File: src/rtl/fb_pkg.sv
// Framebuffer geometry and shared types for the clk_pix write/read paths.
// Latency: n/a (constants and types only).
// Backpressure: n/a.
// Contents: WIDTH/HEIGHT, TOT_PIX, ADDR_W, PIX_W, pix_t, fb_addr_t, arb_state_t.
package fb_pkg;

  localparam int WIDTH   = 640;
  localparam int HEIGHT  = 480;
  localparam int TOT_PIX = WIDTH * HEIGHT;
  localparam int ADDR_W  = $clog2(TOT_PIX);
  localparam int PIX_W   = 24;

  // Pixel layout is {R[23:16], G[15:8], B[7:0]}.
  typedef logic [PIX_W-1:0]  pix_t;
  typedef logic [ADDR_W-1:0] fb_addr_t;

  typedef enum logic {
    ARB_IDLE  = 1'b0,
    ARB_GRANT = 1'b1
  } arb_state_t;

endpackage

File: src/rtl/rr_pick.sv
// Round-robin picker: first set bit of req scanning ptr+1, ptr+2, ... modulo N.
// Latency: purely combinational, zero cycles.
// Backpressure: none; the caller decides when the pick is used.
// Ports: req (request vector), ptr (last winner), win (winner index), any (some req set).
module rr_pick
  import fb_pkg::*;
#(
  parameter int N     = 4,
  parameter int IDX_W = $clog2(N)
) (
  input  logic [N-1:0]     req,
  input  logic [IDX_W-1:0] ptr,
  output logic [IDX_W-1:0] win,
  output logic             any
);

  logic [IDX_W-1:0] cand;

  // Offset 1 is scanned first so the previous winner ends up last in line.
  always_comb begin
    win  = '0;
    any  = 1'b0;
    cand = '0;
    for (int k = 1; k <= N; k++) begin
      cand = IDX_W'((int'(ptr) + k) % N);
      if (!any && req[cand]) begin
        any = 1'b1;
        win = cand;
      end
    end
  end

endmodule

File: src/rtl/fb_write_arbiter.sv
// Shares the framebuffer write port between NUM_REQ burst writers, round-robin per burst.
// Latency: valid in IDLE -> ready next cycle; accepted beat -> fb_we/fb_addr/fb_data next cycle.
// Backpressure: ready is one-hot on the granted requester only; others wait for a later grant.
// Ports: clk_pix, rst (async active-low), req_valid/req_last/req_addr/req_data -> req_ready,
//        fb_we/fb_addr/fb_data (registered write), busy, err_oob (sticky) with err_clr.
module fb_write_arbiter #(
  parameter int NUM_REQ   = 4,
  parameter int PIX_W     = fb_pkg::PIX_W,
  parameter int TOT_PIX   = fb_pkg::TOT_PIX,
  parameter int ADDR_W    = $clog2(TOT_PIX),
  parameter int MAX_BURST = 64,
  parameter int STALL_MAX = 16
) (
  input  logic                      clk_pix,
  input  logic                      rst,
  input  logic [NUM_REQ-1:0]        req_valid,
  input  logic [NUM_REQ-1:0]        req_last,
  input  logic [NUM_REQ*ADDR_W-1:0] req_addr,
  input  logic [NUM_REQ*PIX_W-1:0]  req_data,
  output logic [NUM_REQ-1:0]        req_ready,
  output logic                      fb_we,
  output logic [ADDR_W-1:0]         fb_addr,
  output logic [PIX_W-1:0]          fb_data,
  output logic                      busy,
  output logic                      err_oob,
  input  logic                      err_clr
);

  import fb_pkg::*;

  localparam int IDX_W = $clog2(NUM_REQ);
  localparam int BC_W  = (MAX_BURST > 1) ? $clog2(MAX_BURST) : 1;
  localparam int SC_W  = (STALL_MAX > 1) ? $clog2(STALL_MAX) : 1;

  localparam logic [ADDR_W-1:0] ADDR_LIM = ADDR_W'(TOT_PIX);
  localparam logic [BC_W-1:0]   BC_TERM  = BC_W'(MAX_BURST - 1);
  localparam logic [SC_W-1:0]   SC_TERM  = SC_W'(STALL_MAX - 1);

  arb_state_t       state, state_nxt;
  logic [IDX_W-1:0] g, g_nxt;
  logic [IDX_W-1:0] ptr, ptr_nxt;
  logic [BC_W-1:0]  bcnt, bcnt_nxt;
  logic [SC_W-1:0]  scnt, scnt_nxt;

  logic [IDX_W-1:0] pick_idx;
  logic             pick_any;

  logic              g_valid;
  logic              g_last;
  logic [ADDR_W-1:0] g_addr;
  logic [PIX_W-1:0]  g_data;

  logic beat_acc;
  logic in_bounds;
  logic rel_grant;

  rr_pick #(
    .N     (NUM_REQ),
    .IDX_W (IDX_W)
  ) u_pick (
    .req (req_valid),
    .ptr (ptr),
    .win (pick_idx),
    .any (pick_any)
  );

  // Steer the granted requester's beat onto the internal bus.
  always_comb begin
    g_valid = 1'b0;
    g_last  = 1'b0;
    g_addr  = '0;
    g_data  = '0;
    for (int i = 0; i < NUM_REQ; i++) begin
      if (g == IDX_W'(i)) begin
        g_valid = req_valid[i];
        g_last  = req_last[i];
        g_addr  = req_addr[i*ADDR_W +: ADDR_W];
        g_data  = req_data[i*PIX_W +: PIX_W];
      end
    end
  end

  // Ready depends on registered state only, so no valid->ready combinational path exists.
  always_comb begin
    req_ready = '0;
    if (state == ARB_GRANT) begin
      for (int i = 0; i < NUM_REQ; i++) begin
        req_ready[i] = (g == IDX_W'(i));
      end
    end
  end

  assign busy      = (state == ARB_GRANT);
  assign beat_acc  = busy && g_valid;
  assign in_bounds = (g_addr < ADDR_LIM);

  // Release on the burst's last beat, at the burst cap, or after a long stall.
  // Forced releases leave the requester's pending beat untouched; it resumes
  // on its next grant.
  assign rel_grant = busy &&
                     ((beat_acc && (g_last || (bcnt == BC_TERM))) ||
                      (!g_valid && (scnt == SC_TERM)));

  always_comb begin
    state_nxt = state;
    g_nxt     = g;
    ptr_nxt   = ptr;
    bcnt_nxt  = bcnt;
    scnt_nxt  = scnt;
    case (state)
      ARB_IDLE: begin
        if (pick_any) begin
          state_nxt = ARB_GRANT;
          g_nxt     = pick_idx;
          bcnt_nxt  = '0;
          scnt_nxt  = '0;
        end
      end
      ARB_GRANT: begin
        if (beat_acc) begin
          bcnt_nxt = bcnt + BC_W'(1);
          scnt_nxt = '0;
        end else begin
          scnt_nxt = scnt + SC_W'(1);
        end
        // Counters are cleared on release so they never wrap past terminal count.
        if (rel_grant) begin
          state_nxt = ARB_IDLE;
          ptr_nxt   = g;
          bcnt_nxt  = '0;
          scnt_nxt  = '0;
        end
      end
      default: begin
        state_nxt = ARB_IDLE;
      end
    endcase
  end

  // Reset parks ptr on the last requester so requester 0 wins the first arbitration.
  always_ff @(posedge clk_pix or negedge rst) begin
    if (!rst) begin
      state <= ARB_IDLE;
      g     <= '0;
      ptr   <= IDX_W'(NUM_REQ - 1);
      bcnt  <= '0;
      scnt  <= '0;
    end else begin
      state <= state_nxt;
      g     <= g_nxt;
      ptr   <= ptr_nxt;
      bcnt  <= bcnt_nxt;
      scnt  <= scnt_nxt;
    end
  end

  // Write port. An asserted reset clears fb_we at once, killing any write in flight.
  always_ff @(posedge clk_pix or negedge rst) begin
    if (!rst) begin
      fb_we   <= 1'b0;
      fb_addr <= '0;
      fb_data <= '0;
    end else begin
      fb_we <= beat_acc && in_bounds;
      if (beat_acc && in_bounds) begin
        fb_addr <= g_addr;
        fb_data <= g_data;
      end
    end
  end

  // Sticky out-of-bounds flag; a new offending beat beats a simultaneous clear.
  always_ff @(posedge clk_pix or negedge rst) begin
    if (!rst) begin
      err_oob <= 1'b0;
    end else if (beat_acc && !in_bounds) begin
      err_oob <= 1'b1;
    end else if (err_clr) begin
      err_oob <= 1'b0;
    end
  end

endmodule

File: config.mk
export PLATFORM = sky130hd
export DESIGN_NAME = fb_write_arbiter
export DESIGN_NICKNAME = d
export VERILOG_FILES = /design/src/rtl/fb_pkg.sv /design/src/rtl/rr_pick.sv /design/src/rtl/fb_write_arbiter.sv
export SDC_FILE = /design/constraint.sdc
export NUM_CORES = 1
export LEC_CHECK = 0
export BUFFER_PORTS_ARGS = -buffer_cell sky130_fd_sc_hd__buf_2
export CORE_MARGIN = 1
export CORE_UTILIZATION = 40
export DETAILED_ROUTE_END_ITERATION = 6
export HOLD_SLACK_MARGIN = 0.06
export PLACE_DENSITY = 0.85
export SYNTH_ARGS = -nofsm -noshare
export SYNTH_HDL_FRONTEND = slang
export SYNTH_SLANG_ARGS = --single-unit
export TNS_END_PERCENT = 30
File: constraint.sdc
create_clock -name clk_pix -period 2.4 [get_ports clk_pix]
set_clock_uncertainty 0.1 [all_clocks]
set_input_delay 0.36 -clock clk_pix [delete_from_list [all_inputs] [get_ports clk_pix]]
set_output_delay 0.36 -clock clk_pix [all_outputs]
set_load 0.01 [all_outputs]
==> metrics.md <==
| Metric | Value |
|---|---|
| Run status | `complete, but fails checks` |
| Failing checks | `negative setup slack` |
| Initial Util | `41.4%` |
| Layout cells sized above 1 | `72.1%` |
| Placed wire-length estimate | `8600 µm` |
| R2r setup slk | `-0.06 ns` |
| Worst EP arrival | `2.57 ns` |
| Leak Pwr | `2.76 nW` |
| DRC Markers | `0` |
| Max-slew headroom | `69.6%` |
| Crit Path Class | `register to register` |
| Final #Nets | `681` |
| Filler Cell Count | `796` |
| GRT Util Overall | `21.6%` |
| Hold WS | `0.136 ns` |
| Core box area | `0.00928 mm²` |
| #FFs+latches synth | `60` |
| Number of global-route vias before repair | `3423` |
| Number of max-cap violations | `0` |
| Synth cell count leaders | `dfrtp_1, mux2_4, mux4_2, nand2_1, nor2_1` |
| Chip Height | `100 µm` |
| Post-synth top area share | `37.8%` |
| Initial antenna violation count | `0` |
| DIE AREA | `0.0100 mm²` |
| Diode count | `0` |
| Global-route layer with the greatest usage | `met2` |
| Routability cong. | `0.797` |
| Post-CTS setup buffers | `0` |
| Synth area leaders | `dfrtp_1, mux4_2, mux2_4` |
| Yosys warns | `0` |
| Grt met3 use | `4.94%` |
| Clock share of power | `12.2%` |
| Final Max Tran Viols | `0` |
| Worst path required time | `2.50 ns` |
| Critical path startpoint category | `register` |
| Clock buffers created by TritonCTS | `9` |
| Synth Net Count | `429` |
| CTS root buffer | `clkbuf_8` |
| DRT iter0 DRCs | `63` |
| Sequential-to-total area share from yosys stat | `39.1%` |
| PortBufs | `232` |
| Worst-path fanout max | `28` |
| Post-Synthesis Cells | `244` |
| Syn avg cell area | `15.8 µm²` |
| Post-synthesis instance area | `0.00384 mm²` |
| Final period utilization | `103%` |
| Tmin final | `2.46 ns` |
| Sequential fraction of design power | `27.7%` |
| Sw Share | `35.4%` |
| Fin Setup TNS | `-1.55 ns` |
| EDFF count, synth | `0` |
| WL final | `10600 µm` |
| Asr flop ratio synth | `100%` |
| Clock Tree Buf Depth | `2` |
| Met2 usage in global routing | `39.9%` |
| Die X | `100 µm` |
| Cell Pwr Density | `1250 mW/mm²` |
| Initial DRT Pass Iterations | `4` |
| Via/cell ratio | `5.25` |
| P&R area growth vs syn | `40.6%` |
| Clk slew on worst S/H paths | `0.06 ns` |
| CTS tree | `built` |
| CP cell instances | `buf_4, mux4_1, a311o_2, buf_12, mux2_1` |
| Slew @ Worst Pin | `0.456 ns` |
| Yosys cell types | `47` |
| Int Pwr | `4.36 mW` |
| Grt met1 use | `24.4%` |
| Ports | `233` |
| Max Fclk | `406 MHz` |
| Final setup violation count | `41` |
| Avg WL per Cell | `16.9 µm` |
| Top cell type by total area after synthesis | `dfrtp_1` |
| Worst Setup End Kind | `register` |
| First-pass GRT wire length | `16500 µm` |
| Htree depth | `3` |
| Slowest stage delay, CP | `0.60 ns` |
| DR vias | `3308` |
| Largest net degree at the start of global routing | `30` |
| Clock Sink Count | `60` |
| IR drop worst, VDD | `0.492 mV` |
| Gr ovfl total | `0` |
| Hold Crit Class | `input pin to register` |
| Setup ws final | `-0.0631 ns` |
| CP max stage cell | `mux4_1` |
| Buf+Inv Stages, Crit Path | `2` |
| Post-DRT Antenna Nets | `0` |
| Hold Vio Cnt, Final | `0` |
| Worst-Skew Late Latency | `0.33 ns` |
| Final core occ | `58.2%` |
| Crit path max-delay family | `multiplexers` |
| Row cnt | `35` |
| DP Worst Slack | `-0.0770 ns` |
| Top FF cell, synth | `dfrtp_1` |
| Most common cell in the synthesized netlist | `dfrtp_1` |
| RSZ-0062 raised after global routing | `yes` |
| Psw | `2.39 mW` |
| Logic pwr share | `60.1%` |
[layout make-up]
cell class,instances,area (µm²),area share [%]
clock inverters,2,10.0,0.185
flip-flops and latches,60,1510,27.9
well taps,129,161,2.99
clock buffers,14,173,3.19
repair buffers,259,1380,25.6
multi-input cells,164,2160,40.0
inverters,2,7.51,0.139
[state kept, by name (all words and copies together), names as in the netlist]
| name | count |
|---|---|
| bcnt | 6 |
| busy | 1 |
| err_oob | 1 |
| fb_addr | 19 |
| fb_data | 24 |
| fb_we | 1 |
| g | 2 |
| ptr | 2 |
| scnt | 4 |
[worst paths after layout]
| kind | start | endpoint | cells past startpoint |
|---|---|---|---|
| max in group asynchronous | rst | fb_data[19] | 3 |
| min | err_clr | err_oob | 2 |
| max reg2reg | g[0] | fb_data[23] | 5 |
| max | g[0] | fb_data[23] | 5 |
| min reg2reg | fb_addr[18] | fb_addr[18] | 1 |
| min in group asynchronous | rst | fb_addr[12] | 2 |
[power groups by stage]
stage,clock network (mW),logic [mW],registers [mW]
2_1_floorplan,0,2.86,1.96
3_3_place_gp,0,3.91,1.85
3_5_place_dp,0,4.07,1.87
4_1_cts,0.858,4.09,1.86
5_1_grt,0.910,4.34,1.92
6_report,0.825,4.05,1.87
[cell usage in the layout (no fill, tap or decap), types with 2 or more instances in the layout]
cell      netlist  layout
a211oi_1        3       3
a21oi_1         6       6
a22o_1          2       2
a31oi_1         4       4
and3_1          4       4
buf_2           5     232
buf_4           0      24
clkbuf_1        5       2
clkbuf_8        0      12
clkinv_2        0       2
dfrtp_1        58      56
dfrtp_2         0       2
dfstp_2         2       2
ha_1            2       2
mux2_1          5       5
mux2_4         39      39
mux2i_1         2       2
mux4_1          6       5
mux4_2         39      40
nand2_1         7       7
nand2b_1        2       2
nand3_1         5       5
nand3b_1        2       2
nor2_1          7       7
nor2b_1         2       2
o21ai_0         2       2
o21ai_1         6       6
xor2_1          2       2
[cell families after synthesis]
| family | count (synthesis) | synth area share (%) |
|---|---|---|
| AOI/OAI and AO/OA | 32 | 5.66 |
| xor gates and xnor gates | 2 | 0.456 |
| adders and majority gates | 2 | 0.651 |
| buffers and inverters | 20 | 4.49 |
| DFF | 60 | 39.1 |
| muxes | 92 | 44.5 |
| and+or+nand+nor | 36 | 5.14 |
[routing by layer]
| metal | vias to the layer above | part of all wire (%) |
|---|---|---|
| li1 | 1489 | - |
| met1 | 1648 | 39 |
| met2 | 150 | 53 |
| met3 | 21 | 5.9 |
| met4 | 0 | 2.0 |
| met5 | - | 0 |
[through the flow]
step / cell area (µm²) / std cells / total power, mW
after CTS: 5410 / 630 / 6.81
final: 5410 / 630 / 6.74
after detailed placement: 5210 / 613 / 5.94
after global routing: 5410 / 630 / 7.17
after global placement: 5210 / 613 / 5.77
after floorplan: 3840 / 244 / 4.82
[repair_timing]
| action | in CTS | in global routing |
|---|---|---|
| pin swaps | 0 | 0 |
| setup endpoints to repair | 41 | 45 |
| cloned | 0 | 0 |
| hold endpoints to repair | 16 | 0 |
| hold buffers | 1 | 0 |
| resized for setup | 1 | 1 |
No activity file was read; power rests on OpenSTA's default activity.
